<file path="src/rtl/y86_pkg.sv">
// Shared definitions for the Y86-64 sequential controller: instruction codes,
// status codes and the controller state encoding.
package y86_pkg;

  localparam logic [3:0] I_HALT   = 4'h0;
  localparam logic [3:0] I_NOP    = 4'h1;
  localparam logic [3:0] I_RRMOVQ = 4'h2;
  localparam logic [3:0] I_IRMOVQ = 4'h3;
  localparam logic [3:0] I_RMMOVQ = 4'h4;
  localparam logic [3:0] I_MRMOVQ = 4'h5;
  localparam logic [3:0] I_OPQ    = 4'h6;
  localparam logic [3:0] I_JXX    = 4'h7;
  localparam logic [3:0] I_CALL   = 4'h8;
  localparam logic [3:0] I_RET    = 4'h9;
  localparam logic [3:0] I_PUSHQ  = 4'hA;
  localparam logic [3:0] I_POPQ   = 4'hB;

  localparam logic [2:0] STAT_AOK = 3'd1;
  localparam logic [2:0] STAT_HLT = 3'd2;
  localparam logic [2:0] STAT_ADR = 3'd3;
  localparam logic [2:0] STAT_INS = 3'd4;

  typedef enum logic [2:0] {
    S_IDLE      = 3'd0,
    S_FETCH     = 3'd1,
    S_DECODE    = 3'd2,
    S_EXECUTE   = 3'd3,
    S_MEMORY    = 3'd4,
    S_WRITEBACK = 3'd5,
    S_PCUPD     = 3'd6,
    S_HALTED    = 3'd7
  } state_t;

  // Instructions that touch data memory and therefore need the MEMORY stage.
  function automatic logic needs_memory(input logic [3:0] code);
    return (code == I_RMMOVQ) || (code == I_MRMOVQ) || (code == I_CALL) ||
           (code == I_RET)    || (code == I_PUSHQ)  || (code == I_POPQ);
  endfunction

endpackage

</file>
<file path="src/rtl/y86_pc_select.sv">
// Next-PC mux: taken jumps and calls go to valC, ret to the popped return
// address, everything else falls through to valP.
module y86_pc_select
  import y86_pkg::*;
(
  input  logic [3:0]  icode,
  input  logic        cnd,
  input  logic [63:0] valC,
  input  logic [63:0] valP,
  input  logic [63:0] valM,
  output logic [63:0] next_pc
);

  always_comb begin
    next_pc = valP;
    if ((icode == I_JXX && cnd) || icode == I_CALL)
      next_pc = valC;
    else if (icode == I_RET)
      next_pc = valM;
  end

endmodule

</file>
<file path="src/rtl/y86_seq_ctrl.sv">
// Sequential (non-pipelined) Y86-64 controller: steps one instruction at a time
// through the stage strobes, tracks status, PC and the retired-instruction count.
module y86_seq_ctrl
  import y86_pkg::*;
#(
  parameter logic [63:0] RESET_PC = 64'd0
) (
  input  logic        clk,
  input  logic        rst,
  input  logic        start,
  input  logic [3:0]  icode,
  input  logic [3:0]  ifun,
  input  logic [63:0] valC,
  input  logic [63:0] valP,
  input  logic        instr_val,
  input  logic        imem_er,
  input  logic        halt,
  input  logic        cnd,
  input  logic [63:0] valM,
  input  logic        dmem_er,
  output logic [63:0] PC,
  output logic        en_fetch,
  output logic        en_decode,
  output logic        en_execute,
  output logic        en_memory,
  output logic        en_writeback,
  output logic [2:0]  stat,
  output logic        busy,
  output logic [63:0] instr_count
);

  state_t      state_reg, state_next;
  logic [63:0] pc_reg, count_reg, valc_reg, valp_reg, valm_reg, next_pc;
  logic [3:0]  icode_reg, ifun_reg;
  logic [2:0]  stat_reg;
  logic        cnd_reg;

  always_ff @(posedge clk) begin
    if (rst) state_reg <= S_IDLE;
    else     state_reg <= state_next;
  end

  always_comb begin
    state_next = state_reg;
    case (state_reg)
      S_IDLE:      if (start) state_next = S_FETCH;
      S_FETCH:     state_next = (imem_er || !instr_val || halt) ? S_HALTED : S_DECODE;
      S_DECODE:    state_next = S_EXECUTE;
      S_EXECUTE:   state_next = needs_memory(icode_reg) ? S_MEMORY : S_WRITEBACK;
      S_MEMORY:    state_next = dmem_er ? S_HALTED : S_WRITEBACK;
      S_WRITEBACK: state_next = S_PCUPD;
      S_PCUPD:     state_next = S_FETCH;
      S_HALTED:    state_next = S_HALTED;
      default:     state_next = S_IDLE;
    endcase
  end

  always_comb begin
    en_fetch     = (state_reg == S_FETCH);
    en_decode    = (state_reg == S_DECODE);
    en_execute   = (state_reg == S_EXECUTE);
    en_memory    = (state_reg == S_MEMORY);
    en_writeback = (state_reg == S_WRITEBACK);
    busy         = (state_reg != S_IDLE) && (state_reg != S_HALTED);
  end

  // Halting exits never reach PCUPD, so PC and the count stay on the faulting instruction.
  always_ff @(posedge clk) begin
    if (rst) begin
      pc_reg    <= RESET_PC;
      stat_reg  <= STAT_AOK;
      count_reg <= 64'd0;
      icode_reg <= 4'd0;
      ifun_reg  <= 4'd0;
      valc_reg  <= 64'd0;
      valp_reg  <= 64'd0;
      valm_reg  <= 64'd0;
      cnd_reg   <= 1'b0;
    end else begin
      case (state_reg)
        S_FETCH: begin
          icode_reg <= icode;
          ifun_reg  <= ifun;
          valc_reg  <= valC;
          valp_reg  <= valP;
          if (imem_er)         stat_reg <= STAT_ADR;
          else if (!instr_val) stat_reg <= STAT_INS;
          else if (halt)       stat_reg <= STAT_HLT;
        end
        S_EXECUTE: cnd_reg <= cnd;
        S_MEMORY: begin
          valm_reg <= valM;
          if (dmem_er) stat_reg <= STAT_ADR;
        end
        S_PCUPD: begin
          pc_reg    <= next_pc;
          count_reg <= count_reg + 64'd1;
        end
        default: ;
      endcase
    end
  end

  y86_pc_select u_pc_select (
    .icode   (icode_reg),
    .cnd     (cnd_reg),
    .valC    (valc_reg),
    .valP    (valp_reg),
    .valM    (valm_reg),
    .next_pc (next_pc)
  );

  assign PC          = pc_reg;
  assign stat        = stat_reg;
  assign instr_count = count_reg;

endmodule

</file>
<file path="config.mk">
export PLATFORM = sky130hd
export DESIGN_NAME = y86_seq_ctrl
export DESIGN_NICKNAME = d
export VERILOG_FILES = /design/src/rtl/y86_pkg.sv /design/src/rtl/y86_pc_select.sv /design/src/rtl/y86_seq_ctrl.sv
export SDC_FILE = /design/constraint.sdc
export NUM_CORES = 1
export LEC_CHECK = 0
export BUFFER_PORTS_ARGS = -buffer_cell sky130_fd_sc_hd__buf_2
export CAP_MARGIN = 15
export CORE_ASPECT_RATIO = 0.75
export CORE_UTILIZATION = 40
export CTS_CLUSTER_DIAMETER = 60
export DETAILED_ROUTE_END_ITERATION = 10
export PLACE_DENSITY = 0.66
export SLEW_MARGIN = 20
export SYNTH_ARGS = -nofsm -noshare
export SYNTH_HDL_FRONTEND = slang
export SYNTH_SLANG_ARGS = --single-unit
</file>
<file path="constraint.sdc">
create_clock -name clk -period 1.7 [get_ports clk]
set_input_delay 0.255 -clock clk [delete_from_list [all_inputs] [get_ports clk]]
set_output_delay 0.255 -clock clk [all_outputs]
set_load 0.01 [all_outputs]
</file>
==> impl_metrics.toml, run 1 <==
[die]
die_w_um = 212
ios = 345
core_area_mm2 = 0.0325
rows = 57
initial_utilization_pct = 40.7
die_h_um = 160
dieArea_mm2 = 0.0339

[finish]
fin_area_mm2 = 0.0221
final_cell_mix = "nand2_1 (504), buf_2 (334), dfxtp_1 (285), a21oi_1 (221), dlygate4sd3_1 (193)"
mostFrequentLayoutCell = "nand2_1"
area_growth_pct = 67.1
layout.nets = 2605
finish.utilization_pct = 68.1
drive_above_1_share_pct = 34.8
nFillCells = 2483

[cts]
clock_latency_ps = 520
clk_pin_slew_ps = 60
cts_made_buffers = 37
root_buffer = "clkbuf_16"
clock_path_buffers = 3
cts.sinks = 331
ctsHtreeMaxLevel = 2
tritoncts = "built"

[global_routing]
grt_pass1_wl_um = 73500
grt_pass1_vias = 14300
antenna_found_initial = 4
grt_usage_pct = 27.2
grt_max_degree = 117
grt_overflow = 0

[yosys]
syn_nets = 1901
yosysUniqueCellTypes = 41
ys_async_sr_fraction_pct = 0
synth_ff_type = "dfxtp_1"
synthTopCellsByArea = "dfxtp_1 (50%), nand2_1 (16%), a21oi_1 (8.9%)"
synth_edf_count = 0
syn_avg_cell_area_um2 = 7.83
yosys.area.top_type = "dfxtp_1"
synth.ff_latch_count = 331
yosysTopAreaCellShare_pct = 50.0
yosys_warnings = 0
syn_area_mm2 = 0.0132
syn_inst = 1692
yosysSeqAreaShare_pct = 50.0

[setup_path]
path_common_cell = "buf_6"
crit_chain = "buf_6 -> nand4b_4 -> nor4_4 -> nand4_1 -> buf_6 -> or4_4 -> a21oi_2"
critical_path_class = "flip-flop to flip-flop"
setup.worst_path.end = "instr_count[52]"
crit_family = "simple AND/OR/NAND/NOR gates"
startpoint_type = "flip-flop"
cp-end-kind = "flip-flop"
regToRegEndpoint = "instr_count[52]"
cp.depth = 7
r2r_slack_ps = -280
worstPathMaxFanout = 8
critPathArrivalTime_ps = 2430
crit_buf_inv = 2
crit_required_ps = 2150
rr_worst_depth = 7
slowest_stage = "or4_4"
cpPeakStageDelay_ps = 480
worst_r2r_startpoint = "state_reg[2]"
worstSetupStartpoint = "state_reg[2]"

[routing]
vias = 15300
ant_nets = 0
viasPerCell = 5.34
drc = 0
drt-initial-drc-count = 1248
dr.pass1.iters = 6
wirelength_um = 54200
wire_per_inst_um = 18.9

[outcome]
status = "finished with violations"
violations = "negative setup slack"

[sta]
final.period_utilization_pct = 117
rsz0062_at_grt = "yes"
max_slew_margin_pct = 63.5
finalSetupViolCount = 149
finalCriticalPeriod_ps = 1980
fin_skew_ps = 17.9
max_freq_mhz = 505
timing.hold.ws_ps = 13.5
finalMaxSlewViolations = 0
worstMarginPinSlew_ps = 548
fin_ws_ps = -281
hold_violations = 0

[job]
cap_violations = 0

[power_and_ir_drop]
leakagePower_uw = 0.00942
p_per_area_mw_per_mm2 = 1100
ir_drop_uv = 625

[placement]
io_buffers = 340
gp_congestion = 0.887
dp_hpwl_um = 28600
place_area_mm2 = 0.0167

[hold_path]
hold_path_class = "primary input to flip-flop"
## Yosys cell counts (2+ instances only)
cell type and instances:
nand4_2 2, xor2_1 18, nand4_1 18, clkbuf_1 90, o31ai_1 6, mux2i_1 66
a21oi_1 236, o21ai_0 157, nor4_4 3, buf_1 4, nor4_1 6, or3_1 28
and4b_1 2, buf_4 3, and4_1 4, nand2b_1 4, nor2_1 47, nand3_1 26
nand2_1 555, inv_1 15, or4_1 8, and3_1 5, buf_2 19, xnor2_1 12
nor3_1 12, dfxtp_1 331
## worst register-to-register path, cell delays in order (launching register included)
cell and delay (ps):
dfxtp_4 360, buf_6 100, nand4b_4 120, nor4_4 380, nand4_1 170, buf_6 180
or4_4 480, a21oi_2 130
## layer usage
layer | wire length, um | track usage, % | part of all wire [%] | vias up
met4 | 1960 | 10.5 | 3.6 | 0
met2 | 24800 | 44.4 | 46 | 741
li1 | - | - | - | 7133
met1 | 23000 | 34.9 | 42 | 7264
met3 | 4450 | 5.74 | 8.2 | 169
met5 | 0 | 0 | 0 | -
## logic make-up (layout without fill, tap and decap cells)
logic type	after synthesis	in the layout	synth area share, %
AO/OA/AOI/OAI	404	404	15.5
XOR/XNOR	30	30	1.98
adder cells (fa/ha/maj)	1	1	0.0944
buffers and inverters	132	860	4.00
flip-flops	331	331	50.0
multiplexers	66	66	4.99
other	0	4	0
AND/OR/NAND/NOR	728	731	23.4
## layout make-up
type                    count  area, um^2  share of cell area, %
multi-input cells        1232        6880                   31.1
flip-flops and latches    331        6720                   30.3
repair buffers            778        6640                   30.0
clock buffers              55        1100                   4.95
well taps                 442         553                   2.50
clock inverters            11         161                  0.729
inverters                  16        80.1                  0.362
diodes                      4        10.0                 0.0452
## per-stage QoR
step	total power (uW)	setup TNS [ps]	setup slack [ps]	cells
floorplan	11800	-444	-80.0	1692
global placement	13500	-4110	-221	2512
detailed placement	13600	-5780	-213	2512
CTS	22900	-4050	-268	2810
global route	25400	-30930	-326	2867
finish	24400	-18060	-281	2869
## power by group
group / leakage [uW] / switching (uW) / internal, uW
clock: 0.000612 / 3320 / 4970
sequential: 0.00271 / 468 / 8590
combinational: 0.00609 / 3820 / 3220
total: 0.00942 / 7610 / 16800
## worst min-delay path by stage
stage          startpoint            to  slack [ps]  cells past startpoint
2_1_floorplan     valC[0]   valc_reg[0]         390                      2
3_3_place_gp       PC[57]        PC[57]         430                      2
3_5_place_dp       PC[41]        PC[41]         440                      2
4_1_cts          valC[58]  valc_reg[58]         0.8                      3
5_1_grt          valC[58]  valc_reg[58]           4                      3
6_report         valC[58]  valc_reg[58]          10                      3
## repair_timing
action	in CTS	in global routing
pin swaps	27	91
setup endpoints to repair	105	315
resized for setup	81	269
hold endpoints to repair	193	0
hold buffers	193	0
buffers inserted	35	25
cloned	4	33
(Power assumes the default switching activity.)
==> inputs of run 2 (changes only) <==
--- a/config.mk
+++ b/config.mk
@@ -5,6 +5,7 @@
 export SDC_FILE = /design/constraint.sdc
 export NUM_CORES = 1
 export LEC_CHECK = 0
+export ABC_CLOCK_PERIOD_IN_PS = 1700
 export BUFFER_PORTS_ARGS = -buffer_cell sky130_fd_sc_hd__buf_2
 export CAP_MARGIN = 15
 export CORE_ASPECT_RATIO = 0.75
@@ -12,6 +13,7 @@
 export CTS_CLUSTER_DIAMETER = 60
 export DETAILED_ROUTE_END_ITERATION = 10
 export PLACE_DENSITY = 0.66
+export RECOVER_POWER = 50
 export SLEW_MARGIN = 20
 export SYNTH_ARGS = -nofsm -noshare
 export SYNTH_HDL_FRONTEND = slang
==> run 2 against run 1 <==
  * The run still ends with negative setup slack left
  * Clock power about the same
  * Critical path depth did not move
  * Via count decreased by 0.20%
  * Clock skew up 0.63 ps
  * Utilization fell by 0.47 points
  * Largest cell class unchanged
==> impl_metrics.toml, run 2 (same netlist as run 1, synthesis figures left out) <==
[setup_path]
worstPathMaxFanout = 8
slowest_stage = "or4_4"
cp-end-kind = "flip-flop"
critPathArrivalTime_ps = 2440
regToRegEndpoint = "instr_count[52]"
rr_worst_depth = 7
r2r_slack_ps = -290
path_common_cell = "buf_6"
startpoint_type = "flip-flop"
worst_r2r_startpoint = "state_reg[2]"
critical_path_class = "flip-flop to flip-flop"
cpPeakStageDelay_ps = 480
crit_required_ps = 2150
crit_chain = "buf_6 -> nand4b_4 -> nor4_4 -> nand4_1 -> buf_6 -> or4_4 -> a21oi_2"

[finish]
area_growth_pct = 66.0
finish.utilization_pct = 67.6
drive_above_1_share_pct = 30.3
mostFrequentLayoutCell = "nand2_1"
fin_cells = 2869
layout.nets = 2605
final_cell_mix = "nand2_1 (504), dfxtp_1 (293), buf_2 (240), a21oi_1 (221), dlygate4sd3_1 (193)"
nFillCells = 2545

[die]
ios = 345
rows = 57
core_area_mm2 = 0.0325
dieArea_mm2 = 0.0339
die_w_um = 212
initial_utilization_pct = 40.7
die_h_um = 160

[sta]
fin_skew_ps = 18.5
hold_violations = 0
finalCriticalPeriod_ps = 1990
finalSetupViolCount = 150
max_slew_margin_pct = 62.7
rsz0062_at_grt = "yes"
finalMaxSlewViolations = 0
max_freq_mhz = 503
worstMarginPinSlew_ps = 559
final.period_utilization_pct = 117
fin_ws_ps = -287

[global_routing]
use_met3_pct = 5.74
grt_overflow = 0
grt_pass1_vias = 14300
grt_pass1_wl_um = 73500
grt_max_degree = 117
antenna_found_initial = 4
use_met2_pct = 44.4
grt_usage_pct = 27.2
use_met1_pct = 34.9
busiest_layer = "met2"

[routing]
vias = 15300
viasPerCell = 5.32
dr.pass1.iters = 7
ant_nets = 0
drt-initial-drc-count = 1359
drc = 0
wirelength_um = 54200
wire_per_inst_um = 18.9

[power_and_ir_drop]
leakagePower_uw = 0.00897
p_per_area_mw_per_mm2 = 1110
ir_drop_uv = 625

[placement]
gp_congestion = 0.887
place_inst = 2512
dp_hpwl_um = 28600
io_buffers = 340

[cts]
cts_made_buffers = 37
root_buffer = "clkbuf_16"
clk_pin_slew_ps = 60
ctsHtreeMaxLevel = 2
clock_path_buffers = 3
cts.sinks = 331
tritoncts = "built"
clock_latency_ps = 530

[job]
cap_violations = 0

[hold_path]
hold_path_class = "primary input to flip-flop"
min_path_cells = 3
hold_path_end = "valm_reg[33]"
worstHoldStart = "valM[33]"

[outcome]
violations = "negative setup slack"
status = "finished with violations"
run 2: cell count changes in the layout (fill, tap and decap cells not counted):
cell and delta:
dfxtp_2 -8, clkbuf_1 +101, buf_2 -94, buf_4 -7, dfxtp_1 +8
run 2: worst max-delay path by stage:
| stage | startpoint | cells past startpoint | endpoint |
|---|---|---|---|
| CTS | state_reg[1] | 5 | en_fetch |
| global placement | instr_count[1] | 7 | instr_count[52] |
| finish | state_reg[2] | 7 | instr_count[52] |
| global route | state_reg[2] | 7 | instr_count[52] |
| floorplan | state_reg[1] | 7 | instr_count[63] |
| detailed placement | instr_count[21] | 8 | instr_count[50] |
run 2: repair_timing:
item / CTS / global route
hold buffers: 193 / 0
buffers inserted: 35 / 25
cloned: 4 / 33
endpoints found under the setup margin: 105 / 315
hold endpoints to repair: 193 / 0
pin swaps: 27 / 91
resized for setup: 81 / 269
run 2: final cells by class:
cell class	instances	area [um^2]	share of cell area (%)
Timing Repair Buffer	778	6500	29.6
Multi-Input combinational cell	1232	6880	31.3
Antenna cell	4	10.0	0.0455
Tap cell	442	553	2.52
Clock inverter	11	161	0.734
Inverter	16	80.1	0.364
Clock buffer	55	1100	4.98
Sequential cell	331	6710	30.5
run 2: worst max-delay path: cells and delay by family (launching register included):
family	cells	cell delay, ps
flops	1	360
compound gates	1	130
buf+inv	2	280
simple gates	4	1150
run 2: through the flow:
| step | hold WS, ps | setup WS (ps) | total power [uW] | setup TNS [ps] | area (um^2) |
|---|---|---|---|---|---|
| final | 16.8 | -287 | 24400 | -18350 | 22000 |
| after global routing | 3.52 | -326 | 25400 | -31460 | 22000 |
| after CTS | 0.827 | -268 | 22900 | -4050 | 20600 |
| after detailed placement | 438 | -213 | 13600 | -5780 | 16700 |
| after global placement | 431 | -221 | 13500 | -4110 | 16700 |
| after floorplan | 391 | -80.0 | 11800 | -444 | 13500 |
run 2: power by group:
group	switching, uW	leakage (uW)	internal, uW
logic	3820	0.00565	3210
registers	469	0.00271	8590
clock network	3330	0.000612	4970
total	7620	0.00897	16800
run 2: per-layer routing:
layer,vias to the layer above,wire length (um)
met5,-,0
met4,0,1970
met3,171,4370
met2,721,24700
met1,7249,23200
li1,7135,-
